==> config.mk <==
export PLATFORM = sky130hd
export DESIGN_NAME = data_mem_arbiter
export DESIGN_NICKNAME = d
export VERILOG_FILES = /design/src/rtl/data_mem_arbiter.sv
export SDC_FILE = /design/constraint.sdc
export NUM_CORES = 1
export LEC_CHECK = 0
export BUFFER_PORTS_ARGS = -buffer_cell sky130_fd_sc_hd__buf_2
export CORE_AREA = 2 2 107 109
export DETAILED_ROUTE_END_ITERATION = 8
export DIE_AREA = 0 0 109 111
export GPL_TIMING_DRIVEN = 0
export PLACE_DENSITY_LB_ADDON = 0.08
export SLEW_MARGIN = 10
export SYNTH_ARGS = -nofsm -noshare
export SYNTH_HDL_FRONTEND = slang
export SYNTH_SLANG_ARGS = --single-unit
==> constraint.sdc <==
create_clock -name clk -period 3.3 [get_ports clk]
set_input_delay 0.33 -clock clk [delete_from_list [all_inputs] [get_ports clk]]
set_output_delay 0.33 -clock clk [all_outputs]
set_load 0.01 [all_outputs]
==> src/rtl/data_mem_arbiter.sv <==
`default_nettype none
// ============================================================================
// Module      : data_mem_arbiter
// Description : Two-port req/ack arbiter sharing one single-port synchronous
//               data memory (port 0 = core LSU, port 1 = loader). Optional
//               round-robin conflict resolution is enabled by ARB_RR_EN.
// Revision    : 1.0
// ============================================================================
module data_mem_arbiter #(
    parameter int ADDR_W = 8,
    parameter int DATA_W = 32
) (
    input  logic              clk,
    input  logic              reset,
    input  logic              req0,
    input  logic              req1,
    input  logic              we0,
    input  logic              we1,
    input  logic [31:0]       addr0,
    input  logic [31:0]       addr1,
    input  logic [DATA_W-1:0] wdata0,
    input  logic [DATA_W-1:0] wdata1,
    output logic [DATA_W-1:0] rdata0,
    output logic [DATA_W-1:0] rdata1,
    output logic              ack0,
    output logic              ack1,
    output logic              core_stall,
    output logic [1:0]        gnt,
    output logic              mem_en,
    output logic              mem_we,
    output logic [ADDR_W-1:0] mem_addr,
    output logic [DATA_W-1:0] mem_wdata,
    input  logic [DATA_W-1:0] mem_rdata
);

    localparam logic [1:0] S_IDLE = 2'd0;
    localparam logic [1:0] S_BUSY = 2'd1;
    localparam logic [1:0] S_RESP = 2'd2;

    logic [1:0]        state_q, state_d;
    logic [1:0]        gnt_q, gnt_d;
    logic              ack0_q, ack0_d;
    logic              ack1_q, ack1_d;
    logic              mem_en_q, mem_en_d;
    logic              mem_we_q, mem_we_d;
    logic              wr_q, wr_d;
    logic [ADDR_W-1:0] mem_addr_q, mem_addr_d;
    logic [DATA_W-1:0] mem_wdata_q, mem_wdata_d;

    logic              w_sel1;
    logic              w_start;
    logic              w_unused;

    // Only the word-address bits of the byte address reach the memory.
    assign w_unused = ^{addr0[31:ADDR_W+2], addr0[1:0], addr1[31:ADDR_W+2], addr1[1:0]};
    assign w_start  = (state_q == S_IDLE) && (req0 || req1);

`ifdef ARB_RR_EN
    logic rr_last_q, rr_last_d;

    // On conflict the port that was not granted last time wins.
    assign w_sel1    = req1 && (!req0 || !rr_last_q);
    assign rr_last_d = w_start ? w_sel1 : rr_last_q;

    always_ff @(posedge clk or posedge reset) begin
        if (reset) begin
            rr_last_q <= 1'b1;
        end else begin
            rr_last_q <= rr_last_d;
        end
    end
`else
    assign w_sel1 = req1;
`endif

    always_comb begin
        state_d     = state_q;
        gnt_d       = gnt_q;
        ack0_d      = 1'b0;
        ack1_d      = 1'b0;
        mem_en_d    = 1'b0;
        mem_we_d    = 1'b0;
        wr_d        = wr_q;
        mem_addr_d  = mem_addr_q;
        mem_wdata_d = mem_wdata_q;
        case (state_q)
            S_IDLE: begin
                if (w_start) begin
                    state_d     = S_BUSY;
                    gnt_d       = w_sel1 ? 2'b10 : 2'b01;
                    mem_en_d    = 1'b1;
                    mem_we_d    = w_sel1 ? we1 : we0;
                    wr_d        = w_sel1 ? we1 : we0;
                    mem_addr_d  = w_sel1 ? addr1[ADDR_W+1:2] : addr0[ADDR_W+1:2];
                    mem_wdata_d = w_sel1 ? wdata1 : wdata0;
                end
            end
            S_BUSY: begin
                state_d = S_RESP;
                ack0_d  = gnt_q[0];
                ack1_d  = gnt_q[1];
            end
            S_RESP: begin
                state_d = S_IDLE;
                gnt_d   = 2'b00;
            end
            default: begin
                state_d = S_IDLE;
                gnt_d   = 2'b00;
            end
        endcase
    end

    always_ff @(posedge clk or posedge reset) begin
        if (reset) begin
            state_q     <= S_IDLE;
            gnt_q       <= 2'b00;
            ack0_q      <= 1'b0;
            ack1_q      <= 1'b0;
            mem_en_q    <= 1'b0;
            mem_we_q    <= 1'b0;
            wr_q        <= 1'b0;
            mem_addr_q  <= '0;
            mem_wdata_q <= '0;
        end else begin
            state_q     <= state_d;
            gnt_q       <= gnt_d;
            ack0_q      <= ack0_d;
            ack1_q      <= ack1_d;
            mem_en_q    <= mem_en_d;
            mem_we_q    <= mem_we_d;
            wr_q        <= wr_d;
            mem_addr_q  <= mem_addr_d;
            mem_wdata_q <= mem_wdata_d;
        end
    end

    // Read data passes straight through during the ack cycle; writes return 0.
    assign rdata0     = (ack0_q && !wr_q) ? mem_rdata : '0;
    assign rdata1     = (ack1_q && !wr_q) ? mem_rdata : '0;
    assign ack0       = ack0_q;
    assign ack1       = ack1_q;
    assign core_stall = req0 && !ack0_q;
    assign gnt        = gnt_q;
    assign mem_en     = mem_en_q;
    assign mem_we     = mem_we_q;
    assign mem_addr   = mem_addr_q;
    assign mem_wdata  = mem_wdata_q;

endmodule
`default_nettype wire

# == Word-level counts from Yosys, hierarchy flattened ==
# Cells that the tools add are included.
# totals
ff_bits,49
inputBits,166
wordCells,38
# op_classes
n_eq_ne,2
n_mux,16
bitwise,1
reduce_logical,10
# ops
operator,n
$mux W32,3
$mux W8,1
$pmux W2 S2,2
$mux W1,7
$mux W2,3
$logic_and A1 B1 Y1,4
$reduce_and A2 Y1,2
$eq A2 B1 Y1 const B,1
$logic_not A1 Y1,2
$logic_not A2 Y1,1
$ne A2 B2 Y1 const B,1
$logic_or A1 B1 Y1,1
$not A1 Y1,1

# == Longest topological paths before layout ==
# Gate-level depths: netlist of the first run.
# depth
ltp_word,4
ltp_mapped,5
mapped_depth_nobuf,3

# == Worst setup path after synthesis of the first run ==
# Ideal clock, no wire load.
# synth_timing
kind,input -> register
start,input port req1
end,"register mem_wdata_q[10], in the netlist mem_wdata[10]"
setup_time_ps,125
arrival_ps,1272
required_time_ps,3175
slack_ps,1903
stages,5
path_buffers,2
path_cell_list,buf_4 nor2_2 nor3_4 buf_6 mux2_2
# synth_via
elab_chain_len,3
# synth_lines
element,line,source
start: declaration,16,"input logic req1,"
$logic_or A1 B1 Y1,56,assign w_start = (state_q == S_IDLE) && (req0 || req1);
$logic_and A1 B1 Y1,56,
$reduce_and A2 Y1 (no line),n/a,
end signal: assignment,134,mem_wdata_q <= mem_wdata_d;
end: declaration,48,"logic [DATA_W-1:0] mem_wdata_q, mem_wdata_d;"
# Several ways; a longest one is shown, not always the timed one.
# A chain may end at the register's enable or synchronous reset.

# == Final worst setup path of the first run ==
# layout_timing
start,"register ack0_q, in the netlist ack0"
end,output port rdata0[14]
# layout_via
elab_chain_len,2
# layout_lines
element,line,source
start: declaration,42,"logic ack0_q, ack0_d;"
start signal: assignment,128,ack0_q <= ack0_d;
$logic_and A1 B1 Y1,139,assign rdata0 = (ack0_q && !wr_q) ? mem_rdata : '0;
$mux W32,139,
end: declaration,23,"output logic [DATA_W-1:0] rdata0,"
# Every way passes these cells.

==> results.py, run 1 <==
metrics = {
    "run_status": {
        "status": "finished, final reports clean",
    },
    "global_routing": {
        "grt_pass1_wl_um": 12330,
        "grt-ovfl-total": 0,
        "grt_use_total": 0.1295,
        "grt_max_degree": 27,
        "grt_antenna_before_repair": 0,
        "grt_pass1_vias": 2562,
    },
    "setup_path": {
        "r2r_cells": 3,
        "start_kind": "register",
        "slowest_stage": "dfrtp_1",
        "reg2reg_slack_ns": 1.72,
        "slowest_delay_ns": 0.38,
        "path_buf_inv": 2,
        "path_class": "register to primary output",
        "r2r_start": "state_q[1]",
        "path_delay_family": "simple AND/OR/NAND/NOR gates",
        "reg2reg_to": "mem_wdata[0]",
        "critical_path_arrival_ns": 1.70,
        "cp_cell_sequence": "nor2b_1, clkbuf_1, and2_1, buf_2",
        "crit_fanout": 10,
        "required_ns": 2.97,
        "end_kind": "primary output",
    },
    "synth": {
        "yosysSeqAreaShare": 0.4446,
        "synth_cell_types": 18,
        "synth.avg_cell_area_um2": 12.04,
        "syn_nets": 395,
        "ys_ff_latch": 49,
        "syn_inst": 229,
        "ys_warn_count": 0,
        "syn-cell-area_um2": 2758,
    },
    "clocking": {
        "post_cts_buffers": 0,
        "numCtsBuffers": 5,
        "htreeDepth": 2,
        "clkTransAtPathRegs_ns": 0.07,
        "cts_root_buf": "clkbuf_16",
        "clkLatencyLatePin_ns": 0.29,
        "cts_hold_buf": 0,
        "cts.sinks": 49,
        "clockBufferDepth": 2,
        "cts_tree": "built",
        "cts_resized": 0,
    },
    "drt": {
        "wl_per_cell_um": 12.86,
        "viasPerCell": 4.140,
        "wirelength_um": 7820,
        "drtIter0Drc": 55,
        "via_count": 2517,
        "drcViolationCount": 0,
        "firstDrtPassIters": 4,
        "ant_nets": 0,
    },
    "die": {
        "rows": 39,
        "fp.dieH_um": 111,
        "boundaryPins": 277,
        "start_util": 0.2490,
        "floorplan.die_area_um2": 12100,
        "die_w_um": 109,
        "core_um2": 11080,
    },
    "sta": {
        "relSlewSlack": 0.6374,
        "rsz0062_at_grt": "no",
        "hold_viol": 0,
        "fin_skew_ns": 0.006470,
        "fmax_mhz": 493.3,
        "period_needed_ns": 2.027,
        "tightest_slew_ns": 0.5431,
        "worst_slack_ns": 1.273,
        "report.final.slew_viol_count": 0,
        "setup_viol_count_final": 0,
        "tns_ns": 0,
        "final.period_utilization": 0.6143,
    },
    "power": {
        "powerDensity_nw_per_um2": 692.5,
        "power_w": 0.002933,
        "p_leak_nw": 2.272,
        "vdd_drop_max_uv": 304.8,
    },
    "finish": {
        "utilization": 0.3824,
        "diodes": 0,
        "area_growth_pct": 53.58,
        "final_net_count": 630,
        "layout-drive-gt1-share": 0.7032,
    },
    "placed_design": {
        "pre_cts_slack_ns": 1.510,
        "hpwl_um": 6434,
        "io_buffers": 227,
        "routabilityCongestion": 0.6817,
    },
    "worst_hold_path": {
        "hp-class": "input port to async pin",
    },
    "run": {
        "maxCapViolCount": 0,
    },
}
-- power by group --
group | internal, W | leakage [nW] | total, W | switching [W]
sequential | 0.000898 | 0.582 | 0.00105 | 0.000152
clock | 0.000283 | 0.0712 | 0.000505 | 0.000222
combinational | 0.000731 | 1.62 | 0.00138 | 0.000647
total | 0.00191 | 2.27 | 0.00293 | 0.00102
-- cell type report --
cell class / count / area, µm²
plain buffers: 15 / 101.3
well taps: 143 / 178.9
multi-input cells: 162 / 1419
clock inverters: 2 / 13.76
clock buffers: 6 / 128.9
repair buffers: 228 / 1156
inverters: 3 / 11.26
flip-flops and latches: 49 / 1226
fillers: 1137 / 6842
-- cells in the mapped netlist (all sizes together) --
| cell | number | area share |
|---|---|---|
| mux2 | 80 | 0.33 |
| nor4 | 1 | 0.0023 |
| nor3 | 3 | 0.0095 |
| a21oi | 2 | 0.0036 |
| nor2b | 4 | 0.0091 |
| mux2i | 1 | 0.0036 |
| dfrtp | 49 | 0.44 |
| buf | 9 | 0.029 |
| nand2b | 1 | 0.0023 |
| inv | 3 | 0.0041 |
| clkbuf | 6 | 0.0082 |
| nor2 | 3 | 0.0050 |
| o21bai | 1 | 0.0027 |
| and2 | 66 | 0.15 |
-- worst reg2reg max path, stage by stage, from the launching register on --
cell     delay, ns
dfrtp_1       0.47
nor3_4        0.42
buf_6         0.23
mux2_2        0.35
-- kinds of logic (layout without fill, tap and decap cells) --
family | count (synthesis) | after routing | share of synthesized area
AO/OA/AOI/OAI | 3 | 3 | 0.006353
buffers and inverters | 18 | 254 | 0.04083
AND/OR/NAND/NOR | 78 | 78 | 0.1779
multiplexers | 81 | 81 | 0.3303
flip-flops | 49 | 49 | 0.4446
-- per-stage QoR --
step / std cells / cell area, µm² / hold WS [ns]
after floorplan: 229 / 2758 / 0.5191
after global placement: 599 / 4073 / 0.4868
after detailed placement: 600 / 4093 / 0.4201
after CTS: 608 / 4235 / 0.1005
after global routing: 608 / 4235 / 0.1180
final: 608 / 4235 / 0.08161
-- state kept, by name (all words and copies together), names as in the netlist --
name	count
mem_wdata	32
mem_we	1
ack1	1
state_q	2
gnt	2
ack0	1
wr_q	1
mem_en	1
mem_addr	8
-- layout by cell type, fill, tap and decap left out --
master	instances
mux2_2	80
and2_1	66
buf_4	1
mux2i_1	1
clkinv_2	1
o21bai_1	1
nor2_2	1
inv_6	1
inv_1	2
nor2b_1	4
nor4_1	1
nor3_1	2
buf_2	230
buf_12	1
dfrtp_1	49
nor2_1	2
a21oi_1	2
nor3_4	1
buf_6	5
nand2b_1	1
clkbuf_16	5
inv_2	1
clkbuf_1	7
-- layer usage --
| layer | vias to the layer above | wire length, µm | share of wire | GRT usage |
|---|---|---|---|---|
| met3 | 6 | 763 | 0.098 | 0.03410 |
| li1 | 1237 | - | - | - |
| met2 | 133 | 4129 | 0.53 | 0.2484 |
| met4 | 0 | 80 | 0.010 | 0.03333 |
| met1 | 1141 | 2846 | 0.36 | 0.1357 |
| met5 | - | 0 | 0 | 0 |
-- worst max path at each step --
stage / start / endpoint / cells past startpoint
detailed placement: ack0 / rdata0[14] / 4
global route: ack0 / rdata0[14] / 4
floorplan: reset / ack0 / 1
CTS: ack0 / rdata0[14] / 4
finish: ack0 / rdata0[14] / 4
global placement: reset / mem_wdata[0] / 2
Note: power is estimated with default switching activity, not from simulation.
==> run 2, diff against run 1 <==
--- a/config.mk
+++ b/config.mk
@@ -5,10 +5,11 @@
 export SDC_FILE = /design/constraint.sdc
 export NUM_CORES = 1
 export LEC_CHECK = 0
+export ABC_AREA = 1
 export BUFFER_PORTS_ARGS = -buffer_cell sky130_fd_sc_hd__buf_2
-export CORE_AREA = 2 2 107 109
+export CORE_AREA = 2 2 108 110
 export DETAILED_ROUTE_END_ITERATION = 8
-export DIE_AREA = 0 0 109 111
+export DIE_AREA = 0 0 110 112
 export GPL_TIMING_DRIVEN = 0
 export PLACE_DENSITY_LB_ADDON = 0.08
 export SLEW_MARGIN = 10
==> constraint.sdc (replaced) <==
create_clock -name clk -period 1.9 [get_ports clk]
set_input_delay 0.19 -clock clk [delete_from_list [all_inputs] [get_ports clk]]
set_output_delay 0.19 -clock clk [all_outputs]
set_load 0.01 [all_outputs]
==> run 2 against run 1 <==
Compared with the run above:
- power rose by 71%
- global-route usage rose by 2.0 points
- clock power rose by 76%
- clock-buffer cell count rose by 1
- clock skew barely moved
- core utilization fell by 0.11 points
- area after synthesis rose by 0.54%
- critical path depth did not move
- critical path type unchanged
- cell count rose by 35%
- setup slack got worse by 1.1 ns
==> results.py, run 2 <==
metrics = {
    "placed_design": {
        "routabilityCongestion": 0.7379,
        "placed_cell_area_um2": 4108,
        "placed_cells": 814,
        "hpwl_um": 7534,
        "io_buffers": 227,
        "pre_cts_slack_ns": 0.4530,
    },
    "finish": {
        "fin_area_um2": 4260,
        "multi_input_area_um2": 1271,
        "layout-drive-gt1-share": 0.3800,
        "seq_area_um2": 1226,
        "final_cell_mix": "nand2_1 (257), buf_2 (240), nor2_1 (68)",
        "diodes": 0,
        "final_net_count": 845,
        "fillers": 1249,
        "area_growth_pct": 53.66,
        "largest_reg_flops": 32,
        "layout_commonest_cell": "nand2_1",
        "stdcell_count": 822,
    },
    "clocking": {
        "cts_tree": "built",
        "clkLatencyLatePin_ns": 0.29,
        "cts.sinks": 49,
        "cts_resized": 0,
        "clkTransAtPathRegs_ns": 0.07,
        "htreeDepth": 2,
        "cts_root_buf": "clkbuf_16",
        "clockBufferDepth": 2,
        "post_cts_buffers": 0,
        "numCtsBuffers": 5,
        "cts_hold_buf": 1,
    },
    "synth": {
        "syn_nets": 609,
        "yosysTopAreaCell": "dfrtp_1",
        "synthTopCellsByCount": "nand2_1 (257), nor2_1 (68), dfrtp_1 (49), inv_1 (40), buf_2 (13)",
        "synth.avg_cell_area_um2": 6.259,
        "ys_ff_latch": 49,
        "ys_warn_count": 0,
        "synth_cell_types": 11,
        "yosysMostFrequentCell": "nand2_1",
        "synth.top_cell.area_share": 0.4422,
        "syn-cell-area_um2": 2773,
        "yosysSeqAreaShare": 0.4422,
        "syn_inst": 443,
        "ys_async_sr_fraction": 1.000,
        "synth_edf_count": 0,
        "synth_top_flop_cell": "dfrtp_1",
        "yosys-top-cells-area": "dfrtp_1 (44%), nand2_1 (35%), nor2_1 (9.2%), inv_1 (5.4%), buf_2 (2.3%)",
    },
    "sta": {
        "tns_ns": 0,
        "tightest_slew_ns": 0.5825,
        "final.period_utilization": 0.9132,
        "worst_slack_ns": 0.1650,
        "period_needed_ns": 1.735,
        "hold_viol": 0,
        "setup_viol_count_final": 0,
        "relSlewSlack": 0.6111,
        "rsz0062_at_grt": "no",
        "fmax_mhz": 576.4,
        "report.final.slew_viol_count": 0,
        "fin_skew_ns": 0.006268,
    },
    "drt": {
        "firstDrtPassIters": 4,
        "drcViolationCount": 0,
        "ant_nets": 0,
        "drtIter0Drc": 106,
        "via_count": 3320,
        "wl_per_cell_um": 11.43,
        "viasPerCell": 4.039,
        "wirelength_um": 9396,
    },
    "setup_path": {
        "crit_fanout": 10,
        "required_ns": 1.71,
        "cp_cell_sequence": "nand2_1, clkbuf_1, nor2_1, buf_2",
        "path_delay_family": "buffers and inverters",
        "start_kind": "register",
        "path_class": "register to primary output",
        "end_kind": "primary output",
        "path_buf_inv": 2,
        "slowest_delay_ns": 0.41,
        "critical_path_arrival_ns": 1.55,
        "slowest_stage": "clkbuf_1",
    },
    "die": {
        "core_um2": 11170,
        "fp.dieH_um": 112,
        "boundaryPins": 277,
        "start_util": 0.2481,
        "rows": 39,
        "die_w_um": 110,
        "floorplan.die_area_um2": 12320,
    },
    "power": {
        "p_switching_w": 0.002056,
        "powerDensity_nw_per_um2": 1175,
        "p_leak_nw": 2.922,
        "power_frac_seq": 0.354,
        "vdd_drop_max_uv": 482.2,
        "p_sw_frac": 0.4107,
        "p_comb_frac": 0.469,
        "internal-power_w": 0.002950,
        "pwr-share-clk": 0.177,
    },
    "global_routing": {
        "grt_antenna_before_repair": 0,
        "grt_pass1_vias": 3096,
        "grt-ovfl-total": 0,
        "grt_max_degree": 26,
        "grt_use_total": 0.1492,
        "grt_pass1_wl_um": 14430,
    },
    "run_status": {
        "status": "finished, final reports clean",
    },
    "run": {
        "maxCapViolCount": 0,
    },
    "worst_hold_path": {
        "hp-class": "input port to register",
    },
}
run 2: final timing paths:
check | startpoint | to | slack (ns) | depth (start not counted)
min in group asynchronous | reset | mem_wdata[17] | 0.53 | 3
max reg2reg | state_q[0] | mem_wdata[13] | 0.68 | 6
min | wdata0[17] | mem_wdata[17] | 0.18 | 5
max in group asynchronous | reset | mem_addr[6] | 0.83 | 4
min reg2reg | mem_addr[0] | mem_addr[0] | 0.47 | 2
max | ack0 | rdata0[12] | 0.16 | 4
run 2: power by group through the flow:
stage / logic, W / registers, W / clock network [W]
after floorplan: 0.00113 / 0.00200 / 0
after global placement: 0.00241 / 0.00178 / 0
after detailed placement: 0.00242 / 0.00179 / 0
after CTS: 0.00242 / 0.00178 / 0.000925
after global routing: 0.00267 / 0.00184 / 0.000980
final: 0.00235 / 0.00177 / 0.000887
run 2: layout make-up:
| type | count | area share |
|---|---|---|
| Buffer | 23 | 0.02761 |
| Clock buffer | 7 | 0.03348 |
| Inverter | 42 | 0.03700 |
| Multi-Input combinational cell | 329 | 0.2984 |
| Sequential cell | 49 | 0.2878 |
| Tap cell | 143 | 0.04200 |
| Timing Repair Buffer | 229 | 0.2737 |
run 2: worst register-to-register path: stages (launching register included):
cell     delay, ns
dfrtp_1       0.40
nor2_4        0.16
inv_2         0.08
nor2_8        0.13
buf_2         0.25
nand2_1       0.09
nand2_1       0.06
run 2: kinds of logic after synthesis:
kind of cell | share of synthesized area
buffers and inverters | 0.09928
AOI/OAI and AO/OA | 0.003159
DFF | 0.4422
and+or+nand+nor | 0.4553
run 2: through the flow:
stage	util	power, W	hold WS, ns
global route	0.3813	0.005496	0.1911
detailed placement	0.3676	0.004203	0.3006
global placement	0.3658	0.004186	0.4591
CTS	0.3813	0.005127	0.1760
floorplan	-	0.003123	0.3440
finish	0.3813	0.005006	0.1824
run 2: routing by layer:
metal / track usage / vias up / wire (µm)
met5: 0 / - / 0
met1: 0.1647 / 1418 / 3643
met2: 0.2720 / 146 / 4714
met3: 0.03981 / 13 / 871
li1: - / 1743 / -
met4: 0.04810 / 0 / 166
==> run 3, diff against run 2 <==
==> constraint.sdc (replaced) <==
create_clock -name clk -period 1.9 [get_ports clk]
set_input_delay 0.285 -clock clk [delete_from_list [all_inputs] [get_ports clk]]
set_output_delay 0.285 -clock clk [all_outputs]
set_load 0.01 [all_outputs]
==> run 3 against run 2 <==
Compared with the run above:
- sequential power about the same
- highest routed layer unchanged
- cell count down 0.12%
- routed wire length down 0.23%
- global-route usage about the same
- setup slack worse by 0.0067 ns
- critical path depth unchanged
==> results.py, run 3 (same netlist as run 2, synthesis figures left out) <==
metrics = {
    "run_status": {
        "status": "finished, final reports clean",
    },
    "drt": {
        "via_count": 3307,
        "drtIter0Drc": 128,
        "ant_nets": 0,
        "firstDrtPassIters": 4,
        "drcViolationCount": 0,
        "wirelength_um": 9374,
        "viasPerCell": 4.028,
        "wl_per_cell_um": 11.42,
    },
    "sta": {
        "final.period_utilization": 0.9167,
        "setup_viol_count_final": 0,
        "hold_viol": 0,
        "tightest_slew_ns": 0.5796,
        "fmax_mhz": 574.2,
        "report.final.slew_viol_count": 0,
        "fin_skew_ns": 0.005994,
        "period_needed_ns": 1.742,
        "relSlewSlack": 0.6130,
        "rsz0062_at_grt": "yes",
        "worst_slack_ns": 0.1583,
    },
    "clocking": {
        "clkLatencyLatePin_ns": 0.29,
        "htreeDepth": 2,
        "numCtsBuffers": 5,
        "cts_tree": "built",
        "clockBufferDepth": 2,
        "cts_root_buf": "clkbuf_16",
        "cts.sinks": 49,
        "clkTransAtPathRegs_ns": 0.06,
        "cts_hold_buf": 0,
    },
    "placed_design": {
        "pre_cts_slack_ns": 0.3580,
        "hpwl_um": 7534,
        "routabilityCongestion": 0.7379,
        "placed_cell_area_um2": 4108,
        "io_buffers": 227,
    },
    "setup_path": {
        "path_class": "register to primary output",
        "critical_path_arrival_ns": 1.46,
        "start_kind": "register",
        "end_kind": "primary output",
        "required_ns": 1.62,
        "crit_fanout": 10,
    },
    "die": {
        "die_w_um": 110,
        "floorplan.die_area_um2": 12320,
        "boundaryPins": 277,
        "start_util": 0.2481,
        "core_um2": 11170,
        "rows": 39,
        "fp.dieH_um": 112,
    },
    "global_routing": {
        "grt_use_total": 0.1488,
        "grt_pass1_vias": 3082,
        "grt-ovfl-total": 0,
        "grt_pass1_wl_um": 14390,
        "grt_antenna_before_repair": 0,
        "grt_max_degree": 26,
    },
    "finish": {
        "layout-drive-gt1-share": 0.3835,
        "final_cell_mix": "nand2_1 (257), buf_2 (240), nor2_1 (68)",
        "fin_area_um2": 4253,
        "diodes": 0,
        "area_growth_pct": 53.38,
        "final_net_count": 844,
        "fillers": 1250,
        "layout_commonest_cell": "nand2_1",
        "largest_reg_flops": 32,
        "utilization": 0.3806,
    },
    "run": {
        "maxCapViolCount": 0,
    },
    "power": {
        "p_leak_nw": 2.923,
        "vdd_drop_max_uv": 482.4,
        "powerDensity_nw_per_um2": 1177,
    },
    "worst_hold_path": {
        "hp-class": "input port to async pin",
    },
}
run 3: cell types whose count changed in the layout (fill, tap and decap cells not counted), sizes merged:
cell         previous run  this run
dlygate4sd3             1         0
run 3: repair_timing:
action,4_1_cts,5_1_grt
buffers inserted,0,0
endpoints found under the hold margin,0,0
setup endpoints to repair,0,20
resized for setup,0,4
run 3: metrics by stage:
stage	total power (W)	TNS (ns)	hold slack (ns)	std cells
global placement	0.004186	-19.33	0.4591	813
floorplan	0.003123	0	0.4390	443
CTS	0.005125	0	0.07588	821
detailed placement	0.004203	0	0.3956	814
global route	0.005497	-0.1025	0.1044	821
finish	0.005006	0	0.05099	821
run 3: worst paths after layout:
path / end / depth (start not counted) / slack, ns / start
max: rdata0[24] / 4 / 0.16 / ack0
min: mem_wdata[14] / 2 / 0.05 / reset
max reg2reg: mem_wdata[13] / 6 / 0.69 / state_q[0]
min reg2reg: mem_addr[0] / 2 / 0.47 / mem_addr[0]
max in group asynchronous: mem_addr[6] / 3 / 1.31 / reset
min in group clk: mem_wdata[17] / 5 / 0.28 / wdata0[17]
run 3: per-layer routing:
layer  GRT usage  wire, µm  up-vias
met5           0         0        -
met4     0.04473       146        0
met3     0.03981       856       11
met2      0.2720      4743      141
met1      0.1647      3628     1416
li1            -         -     1739
run 3: critical path, stage by stage (launching register included):
cell and delay, ns:
dfrtp_1 0.40, nand2_1 0.18, clkbuf_1 0.37, nor2_1 0.07
buf_2 0.15
run 3: power breakdown:
group          total (W)  switching [W]  leakage, nW  internal (W)
combinational    0.00234        0.00143         2.24      0.000910
sequential       0.00177       0.000249        0.614       0.00152
clock           0.000890       0.000372       0.0700      0.000518
run 3: final cells by class:
cell class	count	area (µm²)	area share
Inverter	42	157.7	0.03707
Tap cell	143	178.9	0.04207
Sequential cell	49	1226	0.2883
Buffer	23	120.1	0.02824
Multi-Input combinational cell	329	1271	0.2989
Clock buffer	7	142.6	0.03354
Timing Repair Buffer	228	1156	0.2718
